### src/rtl/savestates_pkg.sv
// savestates_pkg: FSM states, list sizes and shadow-register address list for the save-state sequencer
package savestates_pkg;
  localparam int SS_LIST_LEN = 31;
  localparam int SS_WORDS = 4;
  typedef enum logic [3:0] {IDLE, S_ADDR, S_WAIT, S_CAPT, S_PUSH, L_PULL, L_WRITE, L_GAP, DONE} state_e;
  function automatic logic [15:0] ss_addr(input logic [4:0] idx);
    ss_addr = idx < 5'd16 ? 16'h4200 + 16'(idx) :
              idx < 5'd20 ? 16'h2180 + 16'(idx - 5'd16) :
              idx == 5'd20 ? 16'h2100 :
              idx < 5'd24 ? 16'h21F0 + 16'(idx - 5'd21) :
              16'h4300 + 16'(idx - 5'd24);
  endfunction
endpackage

### src/rtl/savestates_regs_seq_word_pack.sv
// savestates_word_pack: 64-bit word lane insert/extract and running byte checksum (SS_REGS_CSUM_EN enables checksum pad/check)
module savestates_word_pack (
  input  logic        clk,
  input  logic        reset_n,
  input  logic        csum_clr_i,
  input  logic        ins_i,
  input  logic        pad_i,
  input  logic        ld_i,
  input  logic [2:0]  lane_i,
  input  logic [7:0]  byte_i,
  input  logic [63:0] word_i,
  output logic [63:0] word_o,
  output logic [7:0]  lane_o,
  output logic        csum_bad_o
);
  logic [63:0] word_q, word_d;
  logic [7:0] csum_q, csum_d, word_sum, pad_byte;
`ifdef SS_REGS_CSUM_EN
  assign pad_byte = 8'h00 - csum_q - byte_i;
  assign csum_bad_o = |csum_q;
`else
  assign pad_byte = 8'h00;
  assign csum_bad_o = 1'b0;
`endif
  assign word_o = word_q;
  assign lane_o = word_q[{lane_i, 3'b000} +: 8];
  // Byte sum of an incoming load word, folded into the checksum in one step
  always_comb begin
    word_sum = 8'h00;
    for (int i = 0; i < 8; i++) word_sum = word_sum + word_i[8*i +: 8];
  end
  // Next word/checksum: whole-word load, or single-lane insert with optional pad lane
  always_comb begin
    word_d = word_q;
    csum_d = csum_clr_i ? 8'h00 : csum_q;
    if (ld_i) begin
      word_d = word_i;
      csum_d = csum_q + word_sum;
    end else if (ins_i) begin
      word_d[{lane_i, 3'b000} +: 8] = byte_i;
      csum_d = csum_q + byte_i;
      if (pad_i) word_d[63:56] = pad_byte;
    end
  end
  // Word and checksum registers
  always_ff @(posedge clk) begin
    if (!reset_n) begin
      word_q <= '0;
      csum_q <= '0;
    end else begin
      word_q <= word_d;
      csum_q <= csum_d;
    end
  end
endmodule

### src/rtl/savestates_regs_seq.sv
// savestates_regs_seq: save/load sequencer for the $C0 shadow-register block (SS_REGS_CSUM_EN adds checksum byte)
module savestates_regs_seq
  import savestates_pkg::*;
#(
  parameter logic [7:0] SS_BANK = 8'hC0,
  parameter int NUM_BYTES = SS_LIST_LEN
) (
  input  logic        clk,
  input  logic        reset_n,
  input  logic        start_save,
  input  logic        start_load,
  output logic        busy,
  output logic        done,
  output logic        err,
  output logic [23:0] ca,
  output logic        ss_reg_sel,
  output logic        cpuwr_ce,
  output logic [7:0]  di,
  input  logic [7:0]  ssr_do,
  input  logic        ssr_oe,
  output logic [63:0] wr_data,
  output logic        wr_valid,
  input  logic        wr_ready,
  input  logic [63:0] rd_data,
  input  logic        rd_valid,
  output logic        rd_ready
);
  localparam logic [4:0] LAST = 5'(NUM_BYTES - 1);
  state_e state_q, state_d;
  logic [4:0] idx_q, idx_d;
  logic err_q, err_d, ins, ld, csum_clr, csum_bad, lane7, last;
  logic [23:0] ca_q, ca_d;
  logic [7:0] lane_byte;
  assign lane7 = &idx_q[2:0];
  assign last = idx_q == LAST;
  assign busy = state_q != IDLE;
  assign done = state_q == DONE;
  assign err = err_q;
  assign ca = ca_q;
  assign ss_reg_sel = busy;
  assign cpuwr_ce = state_q == L_WRITE;
  assign di = cpuwr_ce ? lane_byte : 8'h00;
  assign wr_valid = state_q == S_PUSH;
  assign rd_ready = state_q == L_PULL;
  savestates_word_pack u_pack (
    .clk(clk), .reset_n(reset_n), .csum_clr_i(csum_clr), .ins_i(ins), .pad_i(last), .ld_i(ld),
    .lane_i(idx_q[2:0]), .byte_i(ssr_do), .word_i(rd_data), .word_o(wr_data), .lane_o(lane_byte),
    .csum_bad_o(csum_bad)
  );
  // Next-state, index, error and address logic
  always_comb begin
    state_d = state_q;
    idx_d = idx_q;
    err_d = err_q;
    ins = 1'b0;
    ld = 1'b0;
    csum_clr = 1'b0;
    case (state_q)
      IDLE: if (start_save || start_load) begin
        state_d = start_save ? S_ADDR : L_PULL;
        idx_d = '0;
        err_d = 1'b0;
        csum_clr = 1'b1;
      end
      S_ADDR: state_d = S_WAIT;
      S_WAIT: state_d = S_CAPT;
      S_CAPT: begin
        ins = 1'b1;
        err_d = err_q | ~ssr_oe;
        state_d = (lane7 || last) ? S_PUSH : S_ADDR;
        idx_d = (lane7 || last) ? idx_q : idx_q + 5'd1;
      end
      S_PUSH: if (wr_ready) begin
        state_d = last ? DONE : S_ADDR;
        idx_d = last ? idx_q : idx_q + 5'd1;
      end
      L_PULL: if (rd_valid) begin
        ld = 1'b1;
        state_d = L_WRITE;
      end
      L_WRITE: state_d = L_GAP;
      L_GAP: begin
        state_d = last ? DONE : lane7 ? L_PULL : L_WRITE;
        idx_d = last ? idx_q : idx_q + 5'd1;
        err_d = err_q | (last & csum_bad);
      end
      default: state_d = IDLE;
    endcase
    ca_d = (state_d == S_ADDR || state_d == L_WRITE) ? {SS_BANK, ss_addr(idx_d)} : ca_q;
  end
  // State registers with synchronous active-low reset
  always_ff @(posedge clk) begin
    if (!reset_n) begin
      state_q <= IDLE;
      idx_q <= '0;
      err_q <= 1'b0;
      ca_q <= '0;
    end else begin
      state_q <= state_d;
      idx_q <= idx_d;
      err_q <= err_d;
      ca_q <= ca_d;
    end
  end
endmodule

### config.mk
export PLATFORM = sky130hd
export DESIGN_NAME = savestates_regs_seq
export DESIGN_NICKNAME = d
export VERILOG_FILES = /design/src/rtl/savestates_pkg.sv /design/src/rtl/savestates_regs_seq_word_pack.sv /design/src/rtl/savestates_regs_seq.sv
export SDC_FILE = /design/constraint.sdc
export NUM_CORES = 1
export LEC_CHECK = 0
export CAP_MARGIN = 40
export CORE_ASPECT_RATIO = 0.9
export CORE_MARGIN = 2
export CORE_UTILIZATION = 46
export CTS_CLUSTER_DIAMETER = 120
export CTS_CLUSTER_SIZE = 25
export DETAILED_ROUTE_END_ITERATION = 10
export GPL_TIMING_DRIVEN = 1
export HOLD_SLACK_MARGIN = 0.08
export PLACE_DENSITY = 0.82
export SYNTH_ARGS = -nofsm -noshare
export SYNTH_HDL_FRONTEND = slang
export SYNTH_SLANG_ARGS = --single-unit
### constraint.sdc
create_clock -name clk -period 3.8 [get_ports clk]
set_input_delay 0.76 -clock clk [delete_from_list [all_inputs] [get_ports clk]]
set_output_delay 0.76 -clock clk [all_outputs]
set_load 0.05 [all_outputs]
# After elaboration in Yosys (flattened, before gate mapping)
# Cells that the tools add are included.
totals:
  ff_bits: 91
  latchBits: 0
  ram_bits: 0
  mem_bits_ro: 0
  in_bits: 79
  out_inout_bits: 103
  elab_cells: 72
  n_memories: 0
classes:
  add_sub_neg: 9
  n_mul: 0
  n_div: 0
  magnitude_cmp: 3
  eq_ne: 13
  shifts: 3
  muxes: 28
  n_bitwise: 2
  reduce_logical: 9
ops:
  columns: ["operator", "count"]
  rows:
  - ["2-to-1 mux 64 bit", 2]
  - ["bitwise mux 64 bit", 1]
  - ["2-to-1 mux 16 bit", 4]
  - ["variable shift 8 x 8 -> 64 bit, first input constant", 1]
  - ["indexed part select 64 x 7 -> 8 bit", 1]
  - ["indexed part select 8 x 8 -> 64 bit", 1]
  - ["adder 15 x 6 -> 16 bit, first input constant", 2]
  - ["one-hot mux 4 bit (8 select lines)", 1]
  - ["equality test 4 x 3 -> 1 bit, second input constant", 5]
  - ["2-to-1 mux 4 bit", 5]
  - ["2-to-1 mux 5 bit", 4]
  - ["one-hot mux 5 bit (4 select lines)", 1]
  - ["subtractor 5 x 5 -> 6 bit, second input constant", 3]
  - ["adder 15 x 16 -> 16 bit, first input constant", 1]
  - ["adder 15 x 5 -> 16 bit, first input constant", 1]
  - ["2-to-1 mux 8 bit", 2]
  - ["< comparator 5 bit, second input constant", 3]
  - ["equality test 5 bit, second input constant", 2]
  - ["equality test 4 x 1 -> 1 bit, second input constant", 2]
  - ["equality test 4 x 2 -> 1 bit, second input constant", 2]
  - ["negation 6 -> 8 bit", 1]
  - ["2-to-1 mux 3 bit", 2]
  - ["adder 5 x 1 -> 5 bit, second input constant", 1]
  - ["equality test 4 bit, second input constant", 1]
  - ["other kinds (12)", 18]

# Longest topological paths before layout
depth:
  depth_word: 10
  depth_mapped: 16
  ltp_nobuf: 15

# By module
# From an unflattened synthesis, not the netlist that was laid out.
unflattened:
  cells_unflattened: 580
  area_unflattened_um2: 5170.0
by_module_without_submodules:
  columns: ["mod", "instances", "cells_per_inst", "area_each_um2"]
  rows:
  - ["savestates_word_pack", 1, 367, 3440.8]
  - ["savestates_regs_seq", 1, 213, 1729.2]

# Least setup slack after synthesis
# OpenSTA, ideal clock, no wires.
synth_path:
  path_type: "reg2out"
  start: "register idx_q[0]"
  end: "output di[5]"
  arrival_ps: 2589
  required_time_ps: 3040
  slack_ps: 451
  stages_incl_launch_ff: 6
  path_cell_list: "dfxtp_1 buf_1 buf_1 mux4_2 nand2_1 a21oi_1"
synth_via:
  elab_chain_len: 2
synth_lines:
  columns: ["element", "line", "rtl"]
  rows:
  - ["from (decl)", "savestates_regs_seq.sv:30", "logic [4:0] idx_q, idx_d;"]
  - ["from (signal assigned)", "savestates_regs_seq.sv:100", "idx_q <= idx_d;"]
  - ["indexed part select 64 x 7 -> 8 bit", "savestates_regs_seq_word_pack.sv:26", "assign lane_o = word_q[{lane_i, 3'b000} +: 8];"]
  - ["2-to-1 mux 8 bit", "savestates_regs_seq.sv:42", "assign di = cpuwr_ce ? lane_byte : 8'h00;"]
  - ["to (decl)", "savestates_regs_seq.sv:18", "output logic [7:0] di,"]
# Every way passes these cells.

# Final worst setup path
layout_path:
  start: "register state_q[2]"
  end: "output di[7]"
layout_via:
  elab_chain_len: 2
layout_lines:
  columns: ["element", "line", "rtl"]
  rows:
  - ["from (decl)", "savestates_regs_seq.sv:29", "state_e state_q, state_d;"]
  - ["from (signal assigned)", "savestates_regs_seq.sv:99", "state_q <= state_d;"]
  - ["equality test 4 x 3 -> 1 bit", "savestates_regs_seq.sv:41", "assign cpuwr_ce = state_q == L_WRITE;"]
  - ["2-to-1 mux 8 bit", "savestates_regs_seq.sv:42", null]
# Every way passes these cells.

==> metrics <==
result of the run=finished, final reports clean; mean area per synthesized cell=8.51 um^2; via count=5,483; proportion of synthesized chip area in sequential cells=34.5%; max cap viols=0; final period demand of the worst path=3.58 ns; Clock Pin Slew Worst Setup and Hold Paths=0.06 ns; overall track demand over capacity in global routing=30.2%; maximum ir drop on the vdd rail=0.267 mV; worst-case clock buffer depth=2; synthesized netlist cell count=594; number of DRC violations after detailed routing=0; weighted congestion at the end of routability-driven global placement=0.964; R2R setup slack=0.33 ns; number of global-route vias before repair=5,284; Tcrit/Tclk final=94.1%; antenna violations before repair=0; actual slew at the worst max-slew pin=0.876 ns; cell count of the worst hold path=2; Netlist cell types=68; CP max FO=17; Post-synth EDFFs=0; leakage power figure=2.45 nW; endpoint type of the worst setup path=output port; Reg-to-Reg End=ca[3]; Hold Startpoint=ca[4]; library cell with the highest instance count after synthesis=dfxtp_1; Std-Cell Rows=36; fraction of layout instances using a drive strength above 1=9.66%; cell count of the worst reg-to-reg path=10; die boundary height=103 um; hold-critical path endpoint=ca[4]; Inserted Clock Buffers=9; total number of yosys warnings=0; insertion delay of the later-clocked pin in the worst-skew pair=0.35 ns; final worst setup slack=0.223 ns; drt first-iter violations=571; Worst R2R Start=idx_q[2]; # resized after CTS=0; type of the worst setup path=reg2out; worst slack, placed=0.0987 ns; Port Buffers=171; detailed-route wire length per cell=20.2 um; RSZ-0062 raised after global routing=false; worst endpoint data arrival time=2.82 ns; floorplan die width=114 um; number of levels the H-tree was split into=3; share of synthesized flip-flops with an asynchronous set or reset=0%; area share of the largest cell type after synthesis=34.5%; Clock Skews=0.00848 ns; area share of xor/xnor cells in the synthesized design=0.520%; clock tree root buffer cell=clkbuf_16; aggregate global routing overflow=0; Hold/Removal Path Class=reg2reg; flip-flop cell with the highest count after synthesis=dfxtp_1; highest attainable clock frequency=280 MHz; routed wire length=17,700 um; basic-gate share of the synthesized area counting and, or, nand and nor cells=20.4%; DIE AREA=11,800 um^2; TritonRoute pass-1 iters=5; main area contributors after synthesis=dfxtp_1 (34%), mux4_2 (7.1%), mux2i_1 (5.3%); area of the core=10,800 um^2; combinational family with the most area after synthesis=compound AO/OA/AOI/OAI gates; average vias per placed instance=6.24; worst slew margin relative to its limit=41.5%; Compound-Gate Fraction of Synth Area=22.5%; Data required, critical path=3.04 ns; Syn Std Cell Area=5050 um^2; clk sink count=87; io pins=182; residual antenna-violating net count after detailed routing=0; antenna fix cells=0; number of failing setup endpoints in the final timing report=0; Post-Synth Adder-Cell Area=2.48%; setup total negative slack=0 ns; Detail Placement HPWL=12,600 um; CTS tree=built; top cell types by occurrence after synthesis=dfxtp_1 (87), nor2_1 (66), nand2_1 (47); Post-CTS Repair Setup Buffers=0; final hold violation count=0; Synth Register Bits=87; total power per unit cell area=347 nW/um^2; final number of max-transition violations=0; library cell with the largest summed area after synthesis=dfxtp_1; effective utilization at floorplan=47.0%; global-route wire length before repair=27,900 um; maximum number of pins on one net before global-route repair=47; crit start category=flop; final layout net count=829; hold buffer count at CTS=0; proportion of synthesized area in mux cells=12.5%; relative area change from synthesis to final layout=40.1%
[how the worst max path moves through the flow]
stage | startpoint | to | slack [ns] | cells after the start
floorplan | idx_q[0] | di[5] | 0.45 | 5
global placement | wr_ready | ca[3] | 0.22 | 10
detailed placement | wr_ready | ca[3] | 0.1 | 10
CTS | state_q[2] | di[2] | 0.21 | 4
global route | state_q[2] | di[7] | 0.04 | 4
finish | state_q[2] | di[7] | 0.22 | 4
[where the power goes]
group / leakage (nW) / internal (mW) / switching [mW]
sequential: 0.703 / 0.950 / 0.0434
combinational: 1.61 / 0.253 / 0.390
clock: 0.136 / 0.441 / 0.378
[flip-flops by register name (all words and copies together) (netlist names)]
register       flops
ca                13
u_pack.word_o     64
err                1
state_q            4
idx_q              5
[worst max-delay path, cell delays in order, from the launching register on]
cell and delay (ns):
dfxtp_1 0.64, nor2b_1 0.36, nand3b_1 0.36, a21oi_1 0.27, clkdlybuf4s50_1 0.83
[layout by cell type (no fill, tap or decap), types with 3 or more instances in the layout]
cell,count
nand3b_1,4
mux4_2,16
conb_1,10
or3_1,4
a211oi_1,27
nand2b_1,4
mux2i_1,27
or2_2,5
nor3b_1,4
nand4b_1,3
o21ai_0,10
dfxtp_1,87
clkdlybuf4s50_1,168
nor2b_1,4
nor3_1,13
nand4_1,4
o211ai_1,5
a21o_1,3
clkbuf_16,9
a311oi_1,10
a22oi_1,24
clkinv_2,4
a31oi_1,4
a21oi_1,42
buf_4,23
nand3_1,37
ha_1,10
a221oi_1,8
nor2_1,66
nand2_1,46
inv_1,11
[layer usage]
layer  up-vias  part of all wire (%)  global-route usage, %
li1       2487                     -                      -
met1      2631                    43                   39.5
met2       317                    45                   49.4
met3        48                   8.8                   6.00
met4         0                   2.9                   12.5
met5         -                     0                      0
[cell type report]
class                   count  area (um^2)
multi-input cells         437         2990
flip-flops and latches     87         1740
inverters                  13         48.8
well taps                 133          166
repair buffers            192         1870
clock inverters             6         37.5
clock buffers              10          229
fillers                   866         3680
[cells by family after synthesis]
kind of cell	count (synthesis)
other	1
adder cells (fa/ha/maj)	10
AND/OR/NAND/NOR	211
buffers and inverters	79
multiplexers	43
XOR/XNOR	3
AO/OA/AOI/OAI	160
flip-flops	87
[stage by stage]
step	hold WS (ns)	cell area, um^2	total power [mW]	cells	util [%]
floorplan	0.559	5090	1.43	603	-
global placement	0.466	6810	1.64	862	63.3
detailed placement	0.473	6810	1.65	862	63.3
CTS	0.485	7080	2.46	878	65.8
global route	0.514	7080	2.54	878	65.8
finish	0.486	7080	2.46	878	65.8
No activity file was read; power rests on OpenSTA's default activity.
